**src/rtl/seg7_pkg.sv**
```systemverilog
// Shared definitions for the seven-segment scan controller.
//   state_e  : scan FSM states
//   SEG_OFF  : all segments dark (active-low)
//   HEX_SEG  : hex digit to segment pattern {g,f,e,d,c,b,a}, active-low
package seg7_pkg;

  typedef enum logic [1:0] {
    IDLE,
    BLANK,
    SHOW
  } state_e;

  localparam logic [6:0] SEG_OFF = 7'h7F;

  // Element [n] holds the pattern for hex digit n.
  localparam logic [15:0][6:0] HEX_SEG = {
    7'h0E, 7'h06, 7'h21, 7'h46, 7'h03, 7'h08, 7'h10, 7'h00,
    7'h78, 7'h02, 7'h12, 7'h19, 7'h30, 7'h24, 7'h79, 7'h40
  };

endpackage

```
**src/rtl/hex_to_seg7.sv**
```systemverilog
// Combinational hex nibble to seven-segment decode (active-low).
//   hex_i : 4-bit digit value
//   seg_o : segments {g,f,e,d,c,b,a}, 0 = lit
module hex_to_seg7
  import seg7_pkg::*;
(
  input  logic [3:0] hex_i,
  output logic [6:0] seg_o
);

  assign seg_o = HEX_SEG[hex_i];

endmodule

```
**src/rtl/seg7_scan_ctrl.sv**
```systemverilog
// Multiplexed seven-segment scan driver timed off one bit of the upstream
// free-running divider counter. Each rising edge of div_cnt[TAP] advances
// to the next digit through a short all-dark window to avoid ghosting.
// Digit data is snapshotted once per frame so a frame is always coherent.
//   clk, rst   : clock, asynchronous active-high reset
//   div_cnt    : divider counter value (scan timebase = bit TAP)
//   enable     : 1 = scan, 0 = dark/idle
//   data, dp   : per-digit nibbles and decimal points (digit 0 rightmost)
//   blank_lz   : suppress leading zeros
//   an         : anode enables, active-low, one-hot-low when lit
//   seg, dp_n  : segments and decimal point, active-low
//   scan_tick  : one-clock pulse per detected timebase edge (1 clk late)
module seg7_scan_ctrl
  import seg7_pkg::*;
#(
  parameter int NUM_DIGITS   = 4,
  parameter int TAP          = 16,
  parameter int BLANK_CYCLES = 2
) (
  input  logic                    clk,
  input  logic                    rst,
  input  logic [31:0]             div_cnt,
  input  logic                    enable,
  input  logic [4*NUM_DIGITS-1:0] data,
  input  logic [NUM_DIGITS-1:0]   dp,
  input  logic                    blank_lz,
  output logic [NUM_DIGITS-1:0]   an,
  output logic [6:0]              seg,
  output logic                    dp_n,
  output logic                    scan_tick
);

  localparam int IDX_W = $clog2(NUM_DIGITS);

  state_e                  state_q, state_d;
  logic [IDX_W-1:0]        idx_q, idx_d;
  logic [4*NUM_DIGITS-1:0] snap_data_q, snap_data_d;
  logic [NUM_DIGITS-1:0]   snap_dp_q, snap_dp_d;
  logic [3:0]              bcnt_q, bcnt_d;
  logic [NUM_DIGITS-1:0]   an_q, an_d;
  logic [6:0]              seg_q, seg_d;
  logic                    dpn_q, dpn_d;
  logic                    tap_q, scan_tick_q, tick;
  logic [NUM_DIGITS-1:0]   lz_mask;
  logic [3:0]              nib;
  logic [6:0]              nib_seg;
  logic                    lit;

  // Only bit TAP of the counter matters here.
  logic unused_div;
  assign unused_div = ^(div_cnt & ~(32'd1 << TAP));

  assign tick = div_cnt[TAP] & ~tap_q;

  // Leading-zero mask over the snapshot that will be displayed next.
  always_comb begin
    logic zero_run;
    zero_run = 1'b1;
    lz_mask  = '0;
    for (int i = NUM_DIGITS - 1; i >= 0; i--) begin
      zero_run   = zero_run & (snap_data_d[4*i +: 4] == 4'h0);
      lz_mask[i] = blank_lz & zero_run & (i != 0);
    end
  end

  assign nib = snap_data_d[{idx_d, 2'b00} +: 4];

  hex_to_seg7 u_dec (
    .hex_i (nib),
    .seg_o (nib_seg)
  );

  always_comb begin
    state_d     = state_q;
    idx_d       = idx_q;
    snap_data_d = snap_data_q;
    snap_dp_d   = snap_dp_q;
    bcnt_d      = bcnt_q;
    if (!enable) begin
      state_d = IDLE;
      idx_d   = '0;
      bcnt_d  = '0;
    end else begin
      unique case (state_q)
        IDLE: if (tick) begin
          state_d     = BLANK;
          idx_d       = '0;
          bcnt_d      = '0;
          snap_data_d = data;
          snap_dp_d   = dp;
        end
        // Ticks during the dark window are deliberately dropped.
        BLANK: begin
          if (bcnt_q == 4'(BLANK_CYCLES - 1)) begin
            state_d = SHOW;
            bcnt_d  = '0;
          end else begin
            bcnt_d = bcnt_q + 4'd1;
          end
        end
        SHOW: if (tick) begin
          state_d = BLANK;
          bcnt_d  = '0;
          if (idx_q == IDX_W'(NUM_DIGITS - 1)) begin
            idx_d       = '0;
            snap_data_d = data;
            snap_dp_d   = dp;
          end else begin
            idx_d = idx_q + 1'b1;
          end
        end
        default: state_d = IDLE;
      endcase
    end

    // Outputs follow the next state so they change on the transition edge.
    lit   = (state_d == SHOW) && !lz_mask[idx_d];
    an_d  = lit ? ~(NUM_DIGITS'(1) << idx_d) : '1;
    seg_d = lit ? nib_seg : SEG_OFF;
    dpn_d = ~(lit & snap_dp_d[idx_d]);
  end

  always_ff @(posedge clk or posedge rst) begin
    if (rst) begin
      state_q     <= IDLE;
      idx_q       <= '0;
      snap_data_q <= '0;
      snap_dp_q   <= '0;
      bcnt_q      <= '0;
      tap_q       <= 1'b0;
      scan_tick_q <= 1'b0;
      an_q        <= '1;
      seg_q       <= SEG_OFF;
      dpn_q       <= 1'b1;
    end else begin
      state_q     <= state_d;
      idx_q       <= idx_d;
      snap_data_q <= snap_data_d;
      snap_dp_q   <= snap_dp_d;
      bcnt_q      <= bcnt_d;
      tap_q       <= div_cnt[TAP];
      scan_tick_q <= tick;
      an_q        <= an_d;
      seg_q       <= seg_d;
      dpn_q       <= dpn_d;
    end
  end

  assign an        = an_q;
  assign seg       = seg_q;
  assign dp_n      = dpn_q;
  assign scan_tick = scan_tick_q;

endmodule

```
**config.mk**
```make
export PLATFORM = sky130hd
export DESIGN_NAME = seg7_scan_ctrl
export DESIGN_NICKNAME = d
export VERILOG_FILES = /design/src/rtl/seg7_pkg.sv /design/src/rtl/hex_to_seg7.sv /design/src/rtl/seg7_scan_ctrl.sv
export SDC_FILE = /design/constraint.sdc
export NUM_CORES = 1
export LEC_CHECK = 0
export ABC_CLOCK_PERIOD_IN_PS = 7100
export CAP_MARGIN = 40
export CORE_ASPECT_RATIO = 0.9
export CORE_MARGIN = 2
export CORE_UTILIZATION = 35
export CTS_BUF_LIST = sky130_fd_sc_hd__clkbuf_8
export DETAILED_ROUTE_END_ITERATION = 6
export SETUP_SLACK_MARGIN = 0.05
export SYNTH_ARGS = -nofsm -noshare
export SYNTH_HDL_FRONTEND = slang
export SYNTH_HIERARCHICAL = 1
export SYNTH_SLANG_ARGS = --single-unit
```
**constraint.sdc**
```tcl
create_clock -name clk -period 7.1 [get_ports clk]
set_input_delay 1.42 -clock clk [delete_from_list [all_inputs] [get_ports clk]]
set_output_delay 1.42 -clock clk [all_outputs]
set_load 0.005 [all_outputs]
```
==> impl_metrics.csv, run 1 <==
group,metric,value,unit
logic_synthesis,ys_seq_elements,42,
global_routing,grt_max_degree,43,
power_and_ir_drop,peakVddDrop,0.08829,mV
worst_setup_path,cp_cell_sequence,"clkdlybuf4s50_1 -> nor3b_2 -> nand3_2 -> mux2_1 -> mux2i_1 -> o21ai_1 -> inv_1 -> ha_1 -> or2_2 -> a21oi_1 -> a31oi_1 -> nand2b_1",
worst_setup_path,cp_top_family,"simple AND/OR/NAND/NOR gates",
timing,setup_tns,0,ns
clock_network,cts_resized,0,
worst_setup_path,crit_fanout,26,
timing,final_max_slew_viol_count,0,
clock_network,insertion_delay,0.30,ns
clock_network,root_buffer,"clkbuf_8",
routing,firstDrtPassIters,4,
routing,drc,0,
routing,wl_per_cell,13.49,um
timing,timing.fmax,215.3,MHz
flow_run,drv_cap,0,
logic_synthesis,avgSynthCellArea,11.56,sq um
floorplan,ios,69,
logic_synthesis,syn_inst,195,
global_routing,grt_usage,0.1355,
routing,drtIter0Drc,98,
routing,ant_nets,0,
power_and_ir_drop,p_leak,1.122,nW
timing,final_hold_viol_count,0,
layout,drive_gt1_frac,0.1496,
timing,finalClockSkew,0.006243,ns
floorplan,die_area,7097,sq um
floorplan,die_w,88.58,um
logic_synthesis,yosysTopAreaCell,"dfrtp_1",
floorplan,start_util,0.3645,
worst_setup_path,cp_num_buf_inv,2,
logic_synthesis,synth_fp_nets,261,
logic_synthesis,synth_top_area_frac,0.3331,
worst_setup_path,slowest_delay,0.64,ns
timing,min_period_over_period,0.6543,
clock_network,cts_tree,"yes",
place,port_buffers,37,
routing,wirelength,4.331,mm
worst_setup_path,critPathArrivalTime,4.86,ns
clock_network,clock-sinks,42,
routing,vias_per_cell,4.891,
timing,slew-limit-headroom,0.4914,
worst_setup_path,crit_type,"in2reg",
logic_synthesis,synth_warnings,6,
clock_network,numCtsBuffers,5,
global_routing,first_global_vias,1556,
clock_network,post-cts-setup-buffers,0,
layout,n_antenna_cell,0,
layout,post-route-util,0.4548,
logic_synthesis,synth-edff-count,0,
global_routing,grt_pass1_wl,7.417,mm
clock_network,cts_buffer_depth,2,
worst_setup_path,worstPathRequired,7.32,ns
logic_synthesis,synth_cell_type_count,44,
power_and_ir_drop,p_per_area,214.8,nW/um^2
layout,syn_to_final_growth,24.76,%
worst_hold_path,hp-class,"reg2reg",
status,outcome,"completed",
floorplan,die_h,80.12,um
layout,nets,299,
timing,rsz0062_at_grt,"false",
routing,vias,1570,
place,place_hpwl,3.132,mm
worst_setup_path,slowest_stage,"nand3_2",
timing,finalCriticalPeriod,4.645,ns
worst_setup_path,cp-start-kind,"primary input",
timing,worst_slack,2.455,ns
clock_network,htree_levels,2,
logic_synthesis,syn-cell-area,2253,sq um
clock_network,clk_pin_slew,0.08,ns
logic_synthesis,ys_seq_area_frac,0.4731,
place,post-place-ws,2.126,ns
global_routing,antenna_found_initial,0,
timing,timing_worst_slew_pin_value,0.7578,ns
timing,setup_viol,0,
floorplan,rows,27,
worst_setup_path,end_kind,"flip-flop",
logic_synthesis,async_flop_share,1.000,
place,gp_congestion,0.7538,
clock_network,holdBufCountCts,0,
logic_synthesis,yosys-top-cells-area,"dfrtp_1 (33%), dfstp_2 (14%), mux2_1 (8.0%)",
logic_synthesis,synth_ff_type,"dfrtp_1",
global_routing,grt_overflow_total,0,
floorplan,core_area,6182,sq um
==> worst register-to-register path, delay by kind of cell (launching register included) <==
family	cells	cell delay (ns)
mux	2	0.54
buf+inv	1	0.18
compound gates	3	0.53
simple gates	4	1.49
flops	1	0.43
fa+ha+maj	1	0.22
==> layout make-up <==
class                   instances  area [sq um]
inverters                       6         22.52
repair buffers                 39         385.4
fillers                       586          3371
multi-input cells             139          1122
clock inverters                 3         37.54
clock buffers                   5         68.82
flip-flops and latches         42          1066
well taps                      87         108.9
==> state kept, by name, indices dropped and copies added, names as in the netlist <==
signal / flops
snap_dp_q: 4
snap_data_q: 16
tap_q: 1
scan_tick: 1
an: 4
bcnt_q: 4
state_q: 2
idx_q: 2
dp_n: 1
seg: 7
==> logic make-up after synthesis <==
family / Yosys count / share of synthesized area
adder cells (fa/ha/maj): 10 / 0.05552
buffers and inverters: 14 / 0.02887
multiplexers: 33 / 0.1860
flip-flops: 42 / 0.4731
AND/OR/NAND/NOR: 67 / 0.1727
AO/OA/AOI/OAI: 29 / 0.08385
==> per-layer routing <==
layer	vias to the layer above	part of all wire	global-route usage
met1	740	0.50	0.1855
li1	779	-	-
met5	-	0	0
met3	7	0.041	0.02569
met2	44	0.44	0.2083
met4	0	0.020	0.05909
==> Yosys cell counts (2+ instances only) <==
library cell	n
nor2_1	4
nand3_1	5
or3b_1	3
nand2_1	19
mux2_1	16
o21ai_1	6
inv_1	6
nor4_1	4
nand4b_1	3
clkbuf_1	2
mux2_2	5
a31oi_1	2
a21oi_1	2
ha_1	10
nand4_1	3
and3_1	2
nor2b_1	4
o21ai_0	9
nand2b_1	11
dfrtp_1	30
o22ai_1	2
mux4_2	4
or2_2	2
buf_2	4
dfstp_2	12
mux2i_1	7
==> metrics by stage <==
step	instance area [sq um]	instances	hold WS (ns)	power (mW)
finish	2811	321	0.4797	0.6040
detailed placement	2705	313	0.4667	0.4247
global route	2811	321	0.5140	0.6382
floorplan	2253	195	0.4386	0.3864
CTS	2811	321	0.4782	0.6101
global placement	2698	312	0.4638	0.4236
==> worst paths after layout <==
check	startpoint	end	slack, ns	depth (start not counted)
max in group asynchronous	rst	snap_data_q[2]$_DFF_PP0_	5.16	3
min	bcnt_q[3]$_DFFE_PP0P_	bcnt_q[3]$_DFFE_PP0P_	0.48	1
max reg2reg	state_q[0]$_DFF_PP0_	seg[3]$_DFF_PP1_	3.63	11
max	div_cnt[16]	seg[3]$_DFF_PP1_	2.45	12
min reg2reg	bcnt_q[3]$_DFFE_PP0P_	bcnt_q[3]$_DFFE_PP0P_	0.48	1
min in group asynchronous	rst	snap_dp_q[1]$_DFF_PP0_	1.57	3
==> layout by cell type (no fill, tap or decap), types with 2 or more instances in the layout <==
cell type	n
clkdlybuf4s50_1	37
dfrtp_1	30
nand2_1	19
mux2_1	16
dfstp_2	12
nand2b_1	11
ha_1	10
o21ai_0	9
inv_1	8
mux2i_1	7
o21ai_1	6
nand3_1	5
mux2_2	5
clkbuf_8	5
nor2b_1	4
mux4_2	4
nor2_1	4
nor4_1	4
or3b_1	3
nand4_1	3
nand4b_1	3
and3_1	2
a21oi_1	2
a31oi_1	2
or2_2	2
buf_4	2
o22ai_1	2
==> power breakdown <==
group / total (mW) / internal [mW] / switching (mW)
registers: 0.283 / 0.269 / 0.0149
clock network: 0.184 / 0.102 / 0.0821
logic: 0.136 / 0.0690 / 0.0671
total: 0.604 / 0.440 / 0.164
Power figures use the tool's default switching activity.
==> inputs of run 2 (changes only) <==
--- a/config.mk
+++ b/config.mk
@@ -5,13 +5,14 @@
 export SDC_FILE = /design/constraint.sdc
 export NUM_CORES = 1
 export LEC_CHECK = 0
-export ABC_CLOCK_PERIOD_IN_PS = 7100
+export ABC_CLOCK_PERIOD_IN_PS = 3750
 export CAP_MARGIN = 40
 export CORE_ASPECT_RATIO = 0.9
 export CORE_MARGIN = 2
 export CORE_UTILIZATION = 35
 export CTS_BUF_LIST = sky130_fd_sc_hd__clkbuf_8
 export DETAILED_ROUTE_END_ITERATION = 6
+export PLACE_DENSITY = 0.65
 export SETUP_SLACK_MARGIN = 0.05
 export SYNTH_ARGS = -nofsm -noshare
 export SYNTH_HDL_FRONTEND = slang
==> constraint.sdc (replaced) <==
create_clock -name clk -period 3.75 [get_ports clk]
set_input_delay 0.75 -clock clk [delete_from_list [all_inputs] [get_ports clk]]
set_output_delay 0.75 -clock clk [all_outputs]
set_load 0.005 [all_outputs]
==> impl_metrics.csv, run 2 (synthesis gave the netlist of run 1 again) <==
group,metric,value,unit
status,outcome,"completed",
global_routing,grt_usage,0.1356,
timing,final_max_slew_viol_count,0,
place,dpl_cell_area,2818,sq um
clock_network,root_buffer,"clkbuf_8",
timing,finalClockSkew,0.008378,ns
power_and_ir_drop,swShare,0.2765,
global_routing,grt_pass1_wl,7.376,mm
floorplan,start_util,0.3645,
timing,slew-limit-headroom,0.5020,
routing,firstDrtPassIters,4,
place,place_inst,328,
place,gp_congestion,0.8237,
floorplan,die_area,7097,sq um
power_and_ir_drop,pwr-share-clk,0.265,
routing,ant_nets,0,
worst_setup_path,crit_fanout,5,
timing,timing.fmax,298.2,MHz
worst_setup_path,worstPathRequired,3.97,ns
clock_network,cts_buffer_depth,2,
clock_network,cts_resized,0,
global_routing,antenna_found_initial,0,
layout,n_antenna_cell,0,
power_and_ir_drop,p_per_area,382.5,nW/um^2
clock_network,insertion_delay,0.29,ns
layout,regMostFlops,"snap_data_q",
place,place_hpwl,3.320,mm
routing,drtIter0Drc,74,
layout,stdcell_area,2909,sq um
power_and_ir_drop,p_comb_frac,0.254,
layout,final_cells,336,
worst_setup_path,cp_cell_sequence,"clkdlybuf4s50_1 -> or3b_1 -> mux2i_4 -> mux4_2 -> nand2_1 -> o21ai_1 -> ha_1 -> or2_2 -> a21oi_1 -> a31oi_1 -> nand2b_1",
worst_setup_path,cp-start-kind,"primary input",
clock_network,post-cts-setup-buffers,0,
power_and_ir_drop,seqPwrFrac,0.481,
layout,final_cell_mix,"clkdlybuf4s50_1 (37), dfrtp_1 (30), nand2_1 (19)",
timing,setup_tns,0,ns
worst_setup_path,crit_type,"in2reg",
global_routing,first_global_vias,1621,
floorplan,core_area,6182,sq um
timing,min_period_over_period,0.8943,
clock_network,holdBufCountCts,0,
timing,rsz0062_at_grt,"false",
worst_setup_path,cp_top_family,"simple AND/OR/NAND/NOR gates",
floorplan,die_w,88.58,um
layout,seqCellArea,1066,sq um
layout,syn_to_final_growth,29.09,%
worst_setup_path,slowest_delay,0.54,ns
routing,wirelength,4.341,mm
clock_network,numCtsBuffers,5,
power_and_ir_drop,p_int,0.8051,mW
timing,final_hold_viol_count,0,
floorplan,ios,69,
worst_setup_path,slowest_stage,"mux4_2",
layout,fillers,580,
worst_setup_path,critPathArrivalTime,3.58,ns
clock_network,clock-sinks,42,
floorplan,rows,27,
routing,drc,0,
layout,multi_input_area,1122,sq um
timing,holdWs,0.4825,ns
routing,wl_per_cell,12.92,um
layout,largest_reg_flops,16,
worst_hold_path,hp-class,"reg2reg",
worst_setup_path,end_kind,"flip-flop",
worst_setup_path,cp_num_buf_inv,1,
clock_network,cts_tree,"yes",
clock_network,clk_pin_slew,0.08,ns
timing,finalCriticalPeriod,3.354,ns
flow_run,drv_cap,0,
layout,post-route-util,0.4706,
place,port_buffers,37,
layout,layout_commonest_cell,"clkdlybuf4s50_1",
power_and_ir_drop,peakVddDrop,0.1787,mV
global_routing,grt_max_degree,43,
clock_network,htree_levels,2,
timing,setup_viol,0,
routing,vias,1611,
power_and_ir_drop,p_leak,1.187,nW
routing,vias_per_cell,4.795,
timing,timing_worst_slew_pin_value,0.7419,ns
global_routing,grt_overflow_total,0,
floorplan,die_h,80.12,um
layout,nets,314,
power_and_ir_drop,p_switching,0.3077,mW
layout,drive_gt1_frac,0.2048,
## run 2: changes by cell type in the layout (fill, tap and decap cells not counted), sizes merged
cell,before,now
buf,2,17
inv,8,7
clkinv,0,1
clkbuf,5,6
bufinv,1,0
## run 2: cell type report
cell class,instances,share of cell area
clock inverter,2,0.003011
tap,87,0.03742
inverter,6,0.007742
clock buffer,6,0.02839
sequential,42,0.3665
timing repair buffer,54,0.1712
multi-input combinational,139,0.3858
## run 2: power groups by stage
| stage | Combinational [mW] | Clock, mW | Sequential, mW |
|---|---|---|---|
| after floorplan | 0.196 | 0 | 0.536 |
| after global placement | 0.280 | 0 | 0.543 |
| after detailed placement | 0.283 | 0 | 0.545 |
| after CTS | 0.285 | 0.308 | 0.536 |
| after global routing | 0.319 | 0.322 | 0.543 |
| final | 0.282 | 0.295 | 0.536 |
## run 2: final timing paths
kind | startpoint | end | slack, ns | cells past startpoint
worst max-delay path | div_cnt[16] | seg[3]$_DFF_PP1_ | 0.40 | 11
worst min-delay path | bcnt_q[3]$_DFFE_PP0P_ | bcnt_q[3]$_DFFE_PP0P_ | 0.48 | 1
worst max register to register | idx_q[0]$_DFF_PP0_ | seg[3]$_DFF_PP1_ | 0.85 | 11
worst min register to register | bcnt_q[3]$_DFFE_PP0P_ | bcnt_q[3]$_DFFE_PP0P_ | 0.48 | 1
max in group asynchronous | rst | an[2]$_DFF_PP1_ | 2.50 | 3
min in group asynchronous | rst | snap_dp_q[2]$_DFF_PP0_ | 0.88 | 3
## run 2: metal layers
metal,track usage,up-vias,share of wire
met5,0,-,0
met4,0.05000,0,0.015
met3,0.03597,6,0.041
met2,0.2211,37,0.46
met1,0.1723,760,0.49
li1,-,808,-
## run 2: per-stage QoR
stage               setup slack, ns  power (mW)
floorplan                    0.5763      0.7316
global placement             0.1115      0.8231
detailed placement          0.05998      0.8281
CTS                          0.3726       1.129
global route                 0.1920       1.183
finish                       0.3963       1.113
==> inputs of run 3 (changes only) <==
--- a/config.mk
+++ b/config.mk
@@ -9,11 +9,12 @@
 export CAP_MARGIN = 40
 export CORE_ASPECT_RATIO = 0.9
 export CORE_MARGIN = 2
-export CORE_UTILIZATION = 35
+export CORE_UTILIZATION = 44
 export CTS_BUF_LIST = sky130_fd_sc_hd__clkbuf_8
 export DETAILED_ROUTE_END_ITERATION = 6
-export PLACE_DENSITY = 0.65
+export PLACE_DENSITY = 0.79
 export SETUP_SLACK_MARGIN = 0.05
+export SLEW_MARGIN = 0
 export SYNTH_ARGS = -nofsm -noshare
 export SYNTH_HDL_FRONTEND = slang
 export SYNTH_HIERARCHICAL = 1
==> impl_metrics.csv, run 3 (synthesis gave the netlist of run 1 again) <==
group,metric,value,unit
status,outcome,"completed",
clock_network,numCtsBuffers,5,
clock_network,insertion_delay,0.29,ns
timing,finalCriticalPeriod,3.464,ns
place,place_inst,302,
layout,nets,310,
clock_network,post-cts-setup-buffers,0,
timing,final_max_slew_viol_count,0,
place,port_buffers,37,
worst_hold_path,hold-path-endpoint,"bcnt_q[3]$_DFFE_PP0P_",
clock_network,cts_resized,0,
worst_setup_path,r2r_start,"state_q[0]$_DFF_PP0_",
worst_hold_path,hp-class,"reg2reg",
timing,timing.fmax,288.7,MHz
routing,vias_per_cell,5.261,
layout,syn_to_final_growth,26.65,%
floorplan,die_area,5711,sq um
timing,final_hold_viol_count,0,
layout,layout_commonest_cell,"clkdlybuf4s50_1",
worst_setup_path,setup.worst_path.start,"div_cnt[16]",
worst_setup_path,crit_type,"in2reg",
worst_setup_path,cp_top_family,"simple AND/OR/NAND/NOR gates",
timing,setup_viol,0,
worst_setup_path,critPathArrivalTime,3.68,ns
routing,firstDrtPassIters,4,
clock_network,cts_buffer_depth,2,
routing,vias,1631,
clock_network,cts_tree,"yes",
global_routing,grt_pass1_wl,7.327,mm
layout,drive_gt1_frac,0.1959,
worst_hold_path,holdPathStages,1,
power_and_ir_drop,peakVddDrop,0.1605,mV
clock_network,htree_levels,2,
global_routing,first_global_vias,1625,
routing,wl_per_cell,14.28,um
worst_setup_path,slowest_stage,"mux4_2",
clock_network,holdBufCountCts,0,
routing,drtIter0Drc,110,
global_routing,antenna_found_initial,0,
worst_setup_path,ff2ff_path_depth,10,
layout,regMostFlops,"snap_data_q",
power_and_ir_drop,p_leak,1.166,nW
timing,finalClockSkew,0.002407,ns
timing,rsz0062_at_grt,"false",
power_and_ir_drop,p_per_area,393.8,nW/um^2
worst_setup_path,worstPathRequired,3.97,ns
worst_setup_path,cp_cell_sequence,"clkdlybuf4s50_1 -> or3b_1 -> mux2i_4 -> mux4_2 -> nand2_1 -> o21ai_1 -> ha_1 -> or2_2 -> a21oi_1 -> a31oi_1 -> nand2b_1",
routing,wirelength,4.427,mm
layout,largest_reg_flops,16,
worst_hold_path,hold_start,"bcnt_q[3]$_DFFE_PP0P_",
routing,drc,0,
worst_setup_path,cp_num_buf_inv,1,
clock_network,clock-sinks,42,
timing,setup_tns,0,ns
floorplan,die_w,79.44,um
timing,timing_worst_slew_pin_value,0.7797,ns
flow_run,drv_cap,0,
layout,final_cell_mix,"clkdlybuf4s50_1 (37), dfrtp_1 (30), nand2_1 (19)",
global_routing,grt_usage,0.1665,
global_routing,grt_overflow_total,0,
place,place_hpwl,3.239,mm
layout,n_antenna_cell,0,
clock_network,root_buffer,"clkbuf_8",
worst_setup_path,r2r_slack,0.79,ns
timing,min_period_over_period,0.9236,
clock_network,clk_pin_slew,0.08,ns
worst_setup_path,end_kind,"flip-flop",
worst_setup_path,cp-start-kind,"primary input",
timing,slew-limit-headroom,0.4767,
floorplan,die_h,71.89,um
worst_setup_path,worstReg2RegEnd,"seg[3]$_DFF_PP1_",
floorplan,core_area,4895,sq um
floorplan,rows,24,
layout,final_cells,310,
worst_setup_path,crit_fanout,4,
place,gp_congestion,0.8783,
worst_setup_path,slowest_delay,0.52,ns
routing,ant_nets,0,
floorplan,start_util,0.4604,
floorplan,ios,69,
global_routing,grt_max_degree,43,
-- run 3: how the worst max path moves through the flow --
stage / slack, ns / depth (start not counted) / to
final: 0.29 / 11 / seg[3]$_DFF_PP1_
after global routing: 0.15 / 11 / seg[3]$_DFF_PP1_
after CTS: 0.31 / 11 / seg[3]$_DFF_PP1_
after detailed placement: 0.03 / 11 / seg[3]$_DFF_PP1_
after global placement: 0.08 / 11 / seg[3]$_DFF_PP1_
after floorplan: 0.58 / 11 / seg[3]$_DFF_PP1_
-- run 3: layer usage --
layer  GRT usage  share of wire  vias to the layer above
li1            -              -                      800
met1      0.2056           0.46                      773
met2      0.2764           0.47                       50
met3     0.04104          0.055                        8
met4     0.07854          0.014                        0
met5           0              0                        -
-- run 3: cell type report --
type / instances / area, sq um
clock buffer: 6 / 82.58
clock inverter: 2 / 11.26
fill: 422 / 2041
inverter: 6 / 22.52
multi-input combinational: 139 / 1122
sequential: 42 / 1066
tap: 65 / 81.33
timing repair buffer: 50 / 467.9
-- run 3: stage by stage --
step	utilization	total power [mW]	hold slack (ns)	setup WS, ns	instance area, sq um
after floorplan	-	0.7316	0.4386	0.5763	2253
after global placement	0.5639	0.8136	0.4631	0.07504	2760
after detailed placement	0.5639	0.8273	0.4711	0.03442	2760
after CTS	0.5831	1.132	0.4812	0.3081	2854
after global routing	0.5831	1.192	0.5078	0.1537	2854
final	0.5831	1.124	0.4768	0.2865	2854
-- run 3: report_power, final --
group	switching (mW)	internal, mW	total [mW]
clock	0.151	0.148	0.299
combinational	0.139	0.148	0.287
sequential	0.0291	0.509	0.538
==> RTL change, RTL diff (settings of run 2) <==
Encoding of `state_e`: now one-hot (3 bits for 3 states).
--- a/src/rtl/seg7_pkg.sv
+++ b/src/rtl/seg7_pkg.sv
@@ -4,10 +4,10 @@
 //   HEX_SEG  : hex digit to segment pattern {g,f,e,d,c,b,a}, active-low
 package seg7_pkg;
 
-  typedef enum logic [1:0] {
-    IDLE,
-    BLANK,
-    SHOW
+  typedef enum logic [2:0] {
+    IDLE  = 3'b001,
+    BLANK = 3'b010,
+    SHOW  = 3'b100
   } state_e;
 
   localparam logic [6:0] SEG_OFF = 7'h7F;
Check against the original RTL: same outputs for any inputs over 10 cycles, from zero or initial values and one cycle with rst high; not proved beyond that.
==> RTL change against run 2 <==
Cell area is 1.2% higher; worst setup slack better by 0.034 ns; critical path depth stayed put; area after synthesis is 1.6% higher; sequential cell count is 1 higher; largest cell class is now registers; wire length is 6.0% higher; power is 1.1% higher; first-iteration DRC count is 19% higher.
==> RTL change: results (changes against run 2) <==
stage	metric	value	unit	change
route	wl_met2	1980	um	+0.20%
status	outcome	finished, final reports clean		
synth	synthFlopType	dfrtp_1		
placement	placed_cells	350		+6.7%
placement	place_hpwl	3580	um	+7.9%
synth	muxShareOfSynthArea	11.6	%	-7.0 points
placement	dp_slack	0.114	ns	+0.0544 ns
synth	ys_top_cells_by_area	dfrtp_1 33%, dfstp_2 15%, mux2_2 5.9%		
global_route	met1_usage	19.5	%	+2.3 points
synth	synthArstFlopShare	100	%	unchanged
final_layout	nonClkBufAreaFrac	17.6	%	+0.47 points
final_layout	instances_no_fill	358		+6.5%
synth	syn-num-nets	281		+7.7%
pwr	power.leakage	1.26	nW	+6.2%
route	via_per_inst	4.82		+0.44%
final_layout	multiInputGateArea	1070	um2	-4.6%
timing	fin_skew	0.00552	ns	-0.00286 ns
synth	seq_area_frac_synth	47.7	%	+0.40 points
final_layout	regMostFlops	snap_data_q		
pwr	p_comb_share	26.7	%	+1.3 points
clocking	clock_sinks	43		+2.4%
placement	place_area	2860	um2	+1.6%
timing	worstMarginPinSlew	0.515	ns	-0.227 ns
pwr	clkPwrFrac	25.0	%	-1.5 points
synth	synth-xor-area-share	0.383	%	+0.38 points
route	dr_wl_met3	198	um	+11%
worst_setup_path	max_stage_delay	0.51	ns	-0.03 ns
route	drt_iter0_markers	88		+19%
final_layout	num-fill-cells	624		+7.6%
final_layout	final_nets	336		+7.0%
final_layout	final-clk-cell-share	2.85	%	-0.29 points
pwr	power.internal	0.798	mW	-0.85%
global_route	grt_max_degree	44		+2.3%
global_route	use_met3	2.85	%	-0.75 points
global_route	grt.total_usage	13.6	%	+0.043 points
final_layout	buffers	55		+1.9%
final_layout	inverters_excl_clock	19		+13
placement	gp_congestion	0.824		about the same
global_route	met2_usage	20.0	%	-2.1 points
final_layout	multi_input_gates	146		+5.0%
global_route	grt_pass1_wl	7620	um	+3.4%
global_route	grt_pass1_vias	1648		+1.7%
final_layout	area_growth	28.6	%	
route	wl_met1	2330	um	+9.8%
final_layout	seq-cell-share	37.1	%	+0.44 points
worst_setup_path	crit_slowest_cell	clkdlybuf4s50_1		
pwr	peakVddDrop	0.132	mV	-26%
synth	synth_commonest_cells	30 x dfrtp_1, 19 x inv_1, 16 x nand2b_1		
synth	synthAdderAreaFrac	5.46	%	-0.088 points
worst_setup_path	cp_data_arrival_time	3.54	ns	-0.04 ns
final_layout	multi_input_area_share	36.4	%	-2.2 points
pwr	p_comb	0.301	mW	+7%
route	drt-total-wl	4600	um	+6.0%
final_layout	drive_above_1_share	20.3	%	-0.19 points
synth	syn_avg_cell_area	10.6	um2	-7.8%
RTL change: cell types whose count changed in the layout (fill, tap and decap cells not counted), sizes merged, moves of 4 or more:
cell,delta
a21oi,+4
inv,+12
a21boi,+4
mux2i,+5
nand2,-6
nand2b,+5
mux2,-9
mux4,-4
nor2,+7
RTL change: worst paths after layout:
kind / from / end / slack (ns) / depth (start not counted)
max: div_cnt[16] / seg[3]$_DFF_PP1_ / 0.43 / 11
min: bcnt_q[3]$_DFFE_PP0P_ / bcnt_q[3]$_DFFE_PP0P_ / 0.49 / 1
max reg2reg: state_q[0]$_DFF_PP1_ / seg[3]$_DFF_PP1_ / 0.88 / 10
min reg2reg: bcnt_q[3]$_DFFE_PP0P_ / bcnt_q[3]$_DFFE_PP0P_ / 0.49 / 1
max in group asynchronous: rst / an[2]$_DFF_PP1_ / 2.50 / 3
min in group asynchronous: rst / snap_data_q[12]$_DFF_PP0_ / 0.89 / 3
